--- src/rtl/rom_loader_if.sv ---
// Boot-loader port bundle: UART input, ROM write port and load status.
// master = loader side, slave = ROM/host side.
interface rom_loader_if;
    logic       rx;
    logic       wr_en;
    logic [7:0] wr_addr;
    logic [7:0] wr_data;
    logic       busy;
    logic       done;
    logic       load_ok;
    logic       err;

    modport master (
        input  rx,
        output wr_en, wr_addr, wr_data, busy, done, load_ok, err
    );

    modport slave (
        output rx,
        input  wr_en, wr_addr, wr_data, busy, done, load_ok, err
    );
endinterface

--- src/rtl/rom_loader.sv ---
// Serial boot loader: 8N1 UART receiver feeding a frame parser
// (sync A5, length, payload, checksum) that writes the pattern ROM.
//
// state | meaning
// HUNT  | waiting for sync byte 0xA5, other bytes and line errors ignored
// LEN   | next byte is payload length (0 means 256)
// DATA  | each byte written to ROM and summed
// CHK   | next byte closes the checksum, frame ends
module rom_loader #(
    parameter int CLKS_PER_BIT = 87,
    parameter int TIMEOUT_BITS = 32
) (
    input  logic         clk,
    input  logic         rst,
    rom_loader_if.master bus
);

    localparam int HALF_BIT  = CLKS_PER_BIT / 2;
    localparam int TO_CYCLES = TIMEOUT_BITS * CLKS_PER_BIT;
    localparam int BW        = $clog2(CLKS_PER_BIT);
    localparam int TW        = $clog2(TO_CYCLES);
    localparam logic [7:0] SYNC_BYTE = 8'hA5;

    typedef enum logic [1:0] {HUNT, LEN, DATA, CHK} state_t;

    logic          rx_meta, rx_s, rx_d;
    logic          rx_active;
    logic [BW-1:0] bit_cnt;
    logic [3:0]    bit_idx;
    logic [7:0]    shreg;
    logic          sample_now;
    logic          byte_valid;
    logic          frame_err;

    state_t        state;
    logic [8:0]    rem;
    logic [7:0]    addr;
    logic [7:0]    sum;
    logic [7:0]    chk_sum;
    logic [TW-1:0] to_cnt;
    logic          timeout;

    logic          wr_en_q;
    logic [7:0]    wr_addr_q;
    logic [7:0]    wr_data_q;
    logic          busy_q, done_q, load_ok_q, err_q;

    assign sample_now = rx_active && (bit_cnt == '0);
    assign byte_valid = sample_now && (bit_idx == 4'd9) && rx_s;
    assign frame_err  = sample_now && (bit_idx == 4'd9) && !rx_s;

    // Sync flops idle high so reset release never looks like a start edge.
    always_ff @(posedge clk or posedge rst) begin
        if (rst) begin
            rx_meta   <= 1'b1;
            rx_s      <= 1'b1;
            rx_d      <= 1'b1;
            rx_active <= 1'b0;
            bit_cnt   <= '0;
            bit_idx   <= '0;
            shreg     <= '0;
        end else begin
            rx_meta <= bus.rx;
            rx_s    <= rx_meta;
            rx_d    <= rx_s;
            if (!rx_active) begin
                if (rx_d && !rx_s) begin
                    rx_active <= 1'b1;
                    bit_cnt   <= BW'(HALF_BIT - 1);
                    bit_idx   <= '0;
                end
            end else if (bit_cnt != '0) begin
                bit_cnt <= bit_cnt - 1'b1;
            end else begin
                bit_cnt <= BW'(CLKS_PER_BIT - 1);
                bit_idx <= bit_idx + 4'd1;
                if (bit_idx == 4'd0) begin
                    if (rx_s)
                        rx_active <= 1'b0;
                end else if (bit_idx == 4'd9) begin
                    rx_active <= 1'b0;
                end else begin
                    shreg <= {rx_s, shreg[7:1]};
                end
            end
        end
    end

    // Inter-byte watchdog; only meaningful outside HUNT, where every
    // entry is preceded by a byte_valid reload.
    always_ff @(posedge clk or posedge rst) begin
        if (rst)
            to_cnt <= '0;
        else if (byte_valid)
            to_cnt <= TW'(TO_CYCLES - 2);
        else if (to_cnt != '0)
            to_cnt <= to_cnt - 1'b1;
    end

    assign timeout = (to_cnt == '0);
    assign chk_sum = sum + shreg;

    always_ff @(posedge clk or posedge rst) begin
        if (rst) begin
            state     <= HUNT;
            rem       <= '0;
            addr      <= '0;
            sum       <= '0;
            wr_en_q   <= 1'b0;
            wr_addr_q <= '0;
            wr_data_q <= '0;
            busy_q    <= 1'b0;
            done_q    <= 1'b0;
            load_ok_q <= 1'b0;
            err_q     <= 1'b0;
        end else begin
            wr_en_q <= 1'b0;
            done_q  <= 1'b0;
            if (state != HUNT && (frame_err || (timeout && !byte_valid))) begin
                err_q  <= 1'b1;
                busy_q <= 1'b0;
                state  <= HUNT;
            end else if (byte_valid) begin
                case (state)
                    HUNT: begin
                        if (shreg == SYNC_BYTE) begin
                            state     <= LEN;
                            load_ok_q <= 1'b0;
                            err_q     <= 1'b0;
                            busy_q    <= 1'b1;
                        end
                    end
                    LEN: begin
                        rem   <= {shreg == 8'd0, shreg};
                        addr  <= '0;
                        sum   <= '0;
                        state <= DATA;
                    end
                    DATA: begin
                        wr_en_q   <= 1'b1;
                        wr_addr_q <= addr;
                        wr_data_q <= shreg;
                        addr      <= addr + 8'd1;
                        sum       <= sum + shreg;
                        rem       <= rem - 9'd1;
                        if (rem == 9'd1)
                            state <= CHK;
                    end
                    CHK: begin
                        if (chk_sum == 8'd0) begin
                            done_q    <= 1'b1;
                            load_ok_q <= 1'b1;
                        end else begin
                            err_q <= 1'b1;
                        end
                        busy_q <= 1'b0;
                        state  <= HUNT;
                    end
                    default: state <= HUNT;
                endcase
            end
        end
    end

    assign bus.wr_en   = wr_en_q;
    assign bus.wr_addr = wr_addr_q;
    assign bus.wr_data = wr_data_q;
    assign bus.busy    = busy_q;
    assign bus.done    = done_q;
    assign bus.load_ok = load_ok_q;
    assign bus.err     = err_q;

endmodule

--- src/flat_wrapper.sv ---
// flat-port wrapper written by rule: the top's interface ports become plain ports
module rom_loader_flat 
#(
    parameter int CLKS_PER_BIT = 87,
    parameter int TIMEOUT_BITS = 32
)
  (clk, rst, bus_rx, bus_wr_en, bus_wr_addr, bus_wr_data, bus_busy, bus_done, bus_load_ok, bus_err);
  rom_loader_if bus_i ();
  input  logic clk;
  input  logic rst;
  input wire logic [$bits(bus_i.rx)-1:0] bus_rx;
  output wire logic [$bits(bus_i.wr_en)-1:0] bus_wr_en;
  output wire logic [$bits(bus_i.wr_addr)-1:0] bus_wr_addr;
  output wire logic [$bits(bus_i.wr_data)-1:0] bus_wr_data;
  output wire logic [$bits(bus_i.busy)-1:0] bus_busy;
  output wire logic [$bits(bus_i.done)-1:0] bus_done;
  output wire logic [$bits(bus_i.load_ok)-1:0] bus_load_ok;
  output wire logic [$bits(bus_i.err)-1:0] bus_err;
  assign bus_i.rx = bus_rx;
  assign bus_wr_en = bus_i.wr_en;
  assign bus_wr_addr = bus_i.wr_addr;
  assign bus_wr_data = bus_i.wr_data;
  assign bus_busy = bus_i.busy;
  assign bus_done = bus_i.done;
  assign bus_load_ok = bus_i.load_ok;
  assign bus_err = bus_i.err;
  rom_loader #(.CLKS_PER_BIT(CLKS_PER_BIT), .TIMEOUT_BITS(TIMEOUT_BITS)) u_core (.clk(clk), .rst(rst), .bus(bus_i));
endmodule
--- config.mk ---
export PLATFORM = sky130hd
export DESIGN_NAME = rom_loader_flat
export DESIGN_NICKNAME = d
export VERILOG_FILES = /design/src/rtl/rom_loader_if.sv /design/src/rtl/rom_loader.sv /design/src/flat_wrapper.sv
export SDC_FILE = /design/constraint.sdc
export NUM_CORES = 1
export LEC_CHECK = 0
export BUFFER_PORTS_ARGS = -buffer_cell sky130_fd_sc_hd__buf_2
export CAP_MARGIN = 40
export CORE_ASPECT_RATIO = 0.6
export CORE_MARGIN = 3
export CORE_UTILIZATION = 55
export CTS_CLUSTER_DIAMETER = 40
export DETAILED_ROUTE_END_ITERATION = 7
export GPL_TIMING_DRIVEN = 0
export PLACE_DENSITY_LB_ADDON = 0.15
export SLEW_MARGIN = 10
export SYNTH_ARGS = -nofsm -noshare
export SYNTH_HDL_FRONTEND = slang
export SYNTH_SLANG_ARGS = --single-unit
export TNS_END_PERCENT = 50
--- constraint.sdc ---
create_clock -name clk -period 3.3 [get_ports clk]
set_input_delay 0.33 -clock clk [delete_from_list [all_inputs] [get_ports clk]]
set_output_delay 0.33 -clock clk [all_outputs]
set_load 0.005 [all_outputs]
Word level (Yosys, flattened, before mapping)
Index checks and enable logic that the tools add are counted.
{"block": "op_classes", "bitwise": 4, "shifts": 0, "n_div": 0, "eq_ne": 12, "magnitude_cmp": 0, "n_reduce_logical": 33, "mux": 40, "n_addsub": 6, "mul": 0}
{"op": "$pmux 8 s2", "n": 2}
{"op": "$mux 12", "n": 2}
{"op": "$mux 1", "n": 21}
{"op": "$mux 7", "n": 3}
{"op": "$pmux 9 s2", "n": 1}
{"op": "$logic_not 8->1", "n": 2}
{"op": "$logic_not 12->1", "n": 1}
{"op": "$mux 4", "n": 3}
{"op": "$reduce_and 3->1", "n": 4}
{"op": "$reduce_bool 12->1", "n": 1}
{"op": "$reduce_bool 2->1", "n": 6}
{"op": "$sub 12x1->12 const B", "n": 1}
{"op": "$eq 9x1->1 const B", "n": 1}
{"op": "$sub 9x1->9 const B", "n": 1}
{"op": "$add 8x1->8 const B", "n": 1}
{"op": "$add 8x8->8", "n": 1}
{"op": "$eq 8x8->1 const B", "n": 1}
{"op": "$mux 2", "n": 4}
{"op": "$pmux 2 s4", "n": 1}
{"op": "$reduce_and 4->1", "n": 2}
{"op": "$logic_and 1x1->1", "n": 7}
{"op": "$logic_not 7->1", "n": 1}
{"op": "$reduce_bool 7->1", "n": 1}
{"op": "$sub 7x1->7 const B", "n": 1}
{"op": "other kinds (17)", "n": 26}
{"block": "totals", "romBits": 0, "n_memories": 0, "latch_bits": 0, "in_bits": 3, "mem_bits_rw": 0, "regBits": 83, "wordCells": 114}

Logic depth before layout (Yosys ltp)
{"block": "logic_depth", "word_depth": 10, "depth_mapped": 9, "ltp_nobuf": 8}

Least setup slack after synthesis
Ideal clock, no wire load.
{"block": "synth_timing", "kind": "reg-to-reg", "start": "reg u_core.shreg[0]", "end": "reg u_core.err_q, in the netlist u_core.bus.err", "synth_period_minus_slack_ns": 2.489, "stages_incl_launch_ff": 9, "setup_slack_ns": 0.811, "arrival_ns": 2.369, "t_required_ns": 3.180, "path_buffers": 0, "cell_sequence": "dfrtp_1 > ha_1 > fa_1 > a21o_1 > a21oi_1 > xnor2_1 > or4_1 > nand4bb_1 > o211a_1"}
{"block": "synth_via", "elab_chain_len": 4, "elab_cells_between_ends": 6, "classes_between": "1 x add/sub; 3 x eq/ne; 2 x reduce/logical"}
{"element": "start, declared", "line_no": "rom_loader.sv:30", "text": "logic [7:0] shreg;"}
{"element": "start signal, assigned", "line_no": "rom_loader.sv:83", "text": "shreg <= {rx_s, shreg[7:1]};"}
{"element": "$add 8x8->8", "line_no": "rom_loader.sv:101", "text": "assign chk_sum = sum + shreg;"}
{"element": "$logic_not 8->1", "line_no": "rom_loader.sv:150", "text": "if (chk_sum == 8'd0) begin"}
{"element": "$ne 3x2->1 (no source line)"}
{"element": "$reduce_and 4->1 (no source line) (*)"}
{"element": "end signal, assigned", "line_no": "rom_loader.sv:115", "text": "err_q <= 1'b0;"}
{"element": "end signal, assigned", "line_no": "rom_loader.sv:120", "text": "err_q <= 1'b1;"}
{"element": "end signal, assigned", "line_no": "rom_loader.sv:154", "text": "err_q <= 1'b1;"}
{"element": "end, declared", "line_no": "rom_loader.sv:46", "text": "logic busy_q, done_q, load_ok_q, err_q;"}
Mark *: on every way between the ends. The rest lies on a longest branch, timed or not.
A chain may end at the register's enable or synchronous reset.

Final worst setup path
{"block": "layout_timing", "start": "reg u_core.shreg[0]", "end": "reg u_core.load_ok_q, in the netlist u_core.bus.load_ok"}
{"block": "layout_via", "elab_chain_len": 4, "elab_cells_between_ends": 6, "classes_between": "1 x add/sub; 3 x eq/ne; 2 x reduce/logical"}
{"element": "$add 8x8->8", "line_no": "rom_loader.sv:101"}
{"element": "$logic_not 8->1", "line_no": "rom_loader.sv:150"}
{"element": "$ne 2x1->1 (no source line)"}
{"element": "$reduce_and 5->1 (no source line) (*)"}
{"element": "end signal, assigned", "line_no": "rom_loader.sv:114", "text": "load_ok_q <= 1'b0;"}
{"element": "end signal, assigned", "line_no": "rom_loader.sv:128", "text": "load_ok_q <= 1'b0;"}
{"element": "end signal, assigned", "line_no": "rom_loader.sv:152", "text": "load_ok_q <= 1'b1;"}
{"element": "end, declared", "line_no": "rom_loader.sv:46"}
Marked as above.

==> results by group <==
Synth
  • Register area share after synthesis: 48.63%
  • Syn nets: 450
  • Syn_area_per_cell: 10.04 um^2
  • Synthesis Warnings: 0
  • Number of unique standard cell types used by synthesis: 52
  • Top FF cell, synth: dfrtp_1
  • Cell count after synthesis: 426
  • Post-Syn Area: 4279 um^2
  • FF+latch count, synth: 83
  • Number of flops mapped to enable cells by yosys: 0
  • Async S/R FF share, synth: 100.0%

Global route
  • Largest net degree at the start of global routing: 43
  • Vias in the first global route: 3,060
  • First-pass GRT wire length: 15,390 um
  • Gr ovfl total: 0
  • Tot GR Track Use: 22.39%
  • Initial antenna violation count: 0

Place
  • Placed Instances: 554
  • Placed Area: 4547 um^2
  • GP Congestion: 0.9157
  • Dpl hpwl: 6512 um
  • Input/output buffers: 23

Routing
  • Vias per inst: 5.751
  • Final ANT Viol Nets: 0
  • DR WL/cell: 16.33 um
  • WL met2: 3863 um
  • Wire length on met3: 489 um
  • Routed WL: 9308 um
  • DRT iter0 DRCs: 306
  • Pre-Repair DR Iteration Count: 4
  • Vias: 3,278
  • Top Layer Used: met4
  • DRT met1 WL: 4828 um
  • DRC: 0

Finish
  • N_diodes: 0
  • Nets@finish: 485
  • Finished layout cell area: 4831 um^2
  • Area grow syn2layout: 12.89%
  • # fillers: 615
  • Fin cells: 570
  • Share of cells above drive strength 1: 16.31%

CTS
  • TritonCTS clock tree: built
  • Clock Tree Buf Depth: 2
  • Setup Buffers After CTS: 0
  • H-Tree Depth: 3
  • # resized after CTS: 0
  • Clock Sinks: 83
  • Hold buffer count at CTS: 0
  • Clk slew on worst S/H paths: 0.06 ns
  • Clk_lat worst skew: 0.34 ns
  • CTS root buf: clkbuf_16
  • Inserted Clock Buffers: 9

Critical path
  • Crit path capture: u_core.bus.load_ok
  • Crit path DAT: 3.12 ns
  • Crit path max fanout: 6
  • FF-to-FF Start: u_core.shreg[0]
  • Reg2Reg Depth: 8
  • Reg2reg end: u_core.bus.load_ok
  • CP Capture Type: flip-flop
  • Crit path launch type: flip-flop
  • Crit path kind: reg2reg
  • Reg2Reg Setup Slack: 0.42 ns
  • Worst Setup SP: u_core.shreg[0]
  • WP data required: 3.54 ns

STA
  • Worst Tran Pin Value: 0.8900 ns
  • Maximum clock frequency: 347.8 MHz
  • Slew Viols, Final: 0
  • Final number of hold-violating endpoints: 0
  • Clk_skew: 0.008379 ns
  • Crit share post-route: 87.12%
  • RSZ-0062 raised after global routing: no
  • Min Tclk post-route: 2.875 ns
  • Final setup fails: 0
  • Max-Slew Margin vs Limit: 40.41%

Pwr
  • Lkg Pwr: 2.466 nW
  • Max VDD drop: 0.4908 mV
  • Pwr Total: 4.027 mW
  • PwrDens: 833.6 nW/um^2

Run status
  • Outcome: finished clean

Floorplan
  • Top-level I/O count: 24
  • Row cnt: 24
  • Area of the core: 7417 um^2
  • Starting Density: 57.69%
  • DIE AREA: 8909 um^2
  • Chip height: 74.33 um
  • Die Wd: 119.9 um

Hold path
  • Min-delay worst type: in2async

Flow run
  • Max cap viols: 0
[area by class of cell]
class	instances	area, um^2	area share, %
multi-input combinational	309	2061	42.66
buffer	14	62.56	1.295
tap	104	130.1	2.694
timing repair buffer	24	135.1	2.797
clock buffer	14	274.0	5.672
sequential	83	2081	43.07
inverter	20	77.57	1.606
clock inverter	2	10.01	0.2072
[worst max-delay path, cell delays in order, from the launching register on]
cell and delay, ns:
dfrtp_1 0.47, ha_1 0.27, fa_1 0.42, a21o_1 0.20
a21oi_1 0.17, xnor2_1 0.10, or4_1 0.62, nand4bb_1 0.27
a211oi_1 0.26
[how the worst min path moves through the flow]
stage | from | endpoint | depth (start not counted)
floorplan | bus_rx | u_core.rx_meta | 0
global placement | u_core.rx_meta | u_core.rx_s | 0
detailed placement | u_core.rx_meta | u_core.rx_s | 0
CTS | rst | u_core.to_cnt[4] | 2
global route | bus_rx | u_core.rx_meta | 1
finish | rst | u_core.bit_cnt[1] | 2
[registers in the layout (all words and copies together), names as in the netlist]
register,cells
u_core.bit_idx,4
u_core.sum,8
u_core.rx_s,1
u_core.bus.done,1
u_core.addr,8
u_core.bus.err,1
u_core.rx_d,1
u_core.state,2
u_core.bus.wr_addr,8
u_core.to_cnt,12
u_core.rx_meta,1
u_core.bus.wr_data,8
u_core.bus.wr_en,1
u_core.bit_cnt,7
u_core.bus.load_ok,1
u_core.bus.busy,1
u_core.shreg,8
u_core.rem,9
u_core.rx_active,1
[synth_stat cells (all sizes together), types with 3 or more instances]
library cell / count / area (um^2)
nor3: 10 / 61.31
xor2: 9 / 78.83
xnor2: 8 / 70.07
nor2: 20 / 75.07
clkbuf: 11 / 41.29
or2: 4 / 25.02
a21oi: 21 / 105.1
o21ai: 31 / 155.2
ha: 20 / 250.2
and2: 4 / 25.03
nand3b: 3 / 22.52
buf: 3 / 21.27
nand4: 3 / 18.77
dfstp: 3 / 78.83
o211ai: 3 / 22.52
o31ai: 9 / 67.56
nor2b: 4 / 25.02
nor4: 6 / 52.55
nand2b: 4 / 25.02
or4: 3 / 22.52
o22ai: 3 / 18.77
or3: 5 / 31.28
mux2: 23 / 259.0
nand2: 60 / 227.7
inv: 20 / 75.07
a211oi: 3 / 22.52
mux2i: 6 / 60.06
o22a: 3 / 26.28
dfrtp: 80 / 2002
nand3: 22 / 110.1
a21o: 3 / 22.52
[per-layer routing]
metal / track usage [%] / vias up
met4: 7.234 / 0
li1: - / 1573
met1: 33.76 / 1596
met3: 6.079 / 16
met2: 31.50 / 93
met5: 0 / -
[cells in the final DEF (no fill, tap or decap), types with 4 or more instances in the layout]
master     Yosys  layout
dfrtp_1       80      80
or2_2          4       4
clkbuf_16      0       9
mux2i_1        6       6
or3_1          5       5
ha_1          20      20
nand2b_1       4       4
mux2_2        23      23
buf_2          2      25
a21oi_1       21      21
xnor2_1        8       8
nor2_1        20      20
nand2_1       59      59
nor3_1         9       9
clkbuf_1      11      13
o21ai_0       31      31
nor4_1         5       5
inv_1         20      19
nor2b_1        4       4
nand3_1       22      22
o31ai_1        9       9
xor2_1         9       9
[stage by stage]
stage / hold slack [ns] / util [%] / setup TNS, ns / worst slack, ns
after detailed placement: 0.3468 / 61.30 / 0 / 0.4767
final: 0.03957 / 65.13 / 0 / 0.4249
after floorplan: 0.3345 / - / 0 / 0.8108
after CTS: 0.05169 / 65.13 / 0 / 0.4528
after global placement: 0.3470 / 61.00 / -15.12 / -0.1913
after global routing: 0.07914 / 65.13 / 0 / 0.2640
[cell families after synthesis]
group	synth area share [%]
adder cells (fa/ha/maj)	6.316
AND/OR/NAND/NOR	18.89
multiplexers	7.456
XOR/XNOR	3.480
buffers and inverters	3.216
AO/OA/AOI/OAI	12.02
flip-flops	48.63
[power by group]
group,leakage [nW],switching [mW],internal (mW)
sequential,1.13,0.112,1.19
combinational,1.20,0.999,0.770
clock,0.143,0.384,0.569
Power figures use the tool's default switching activity.
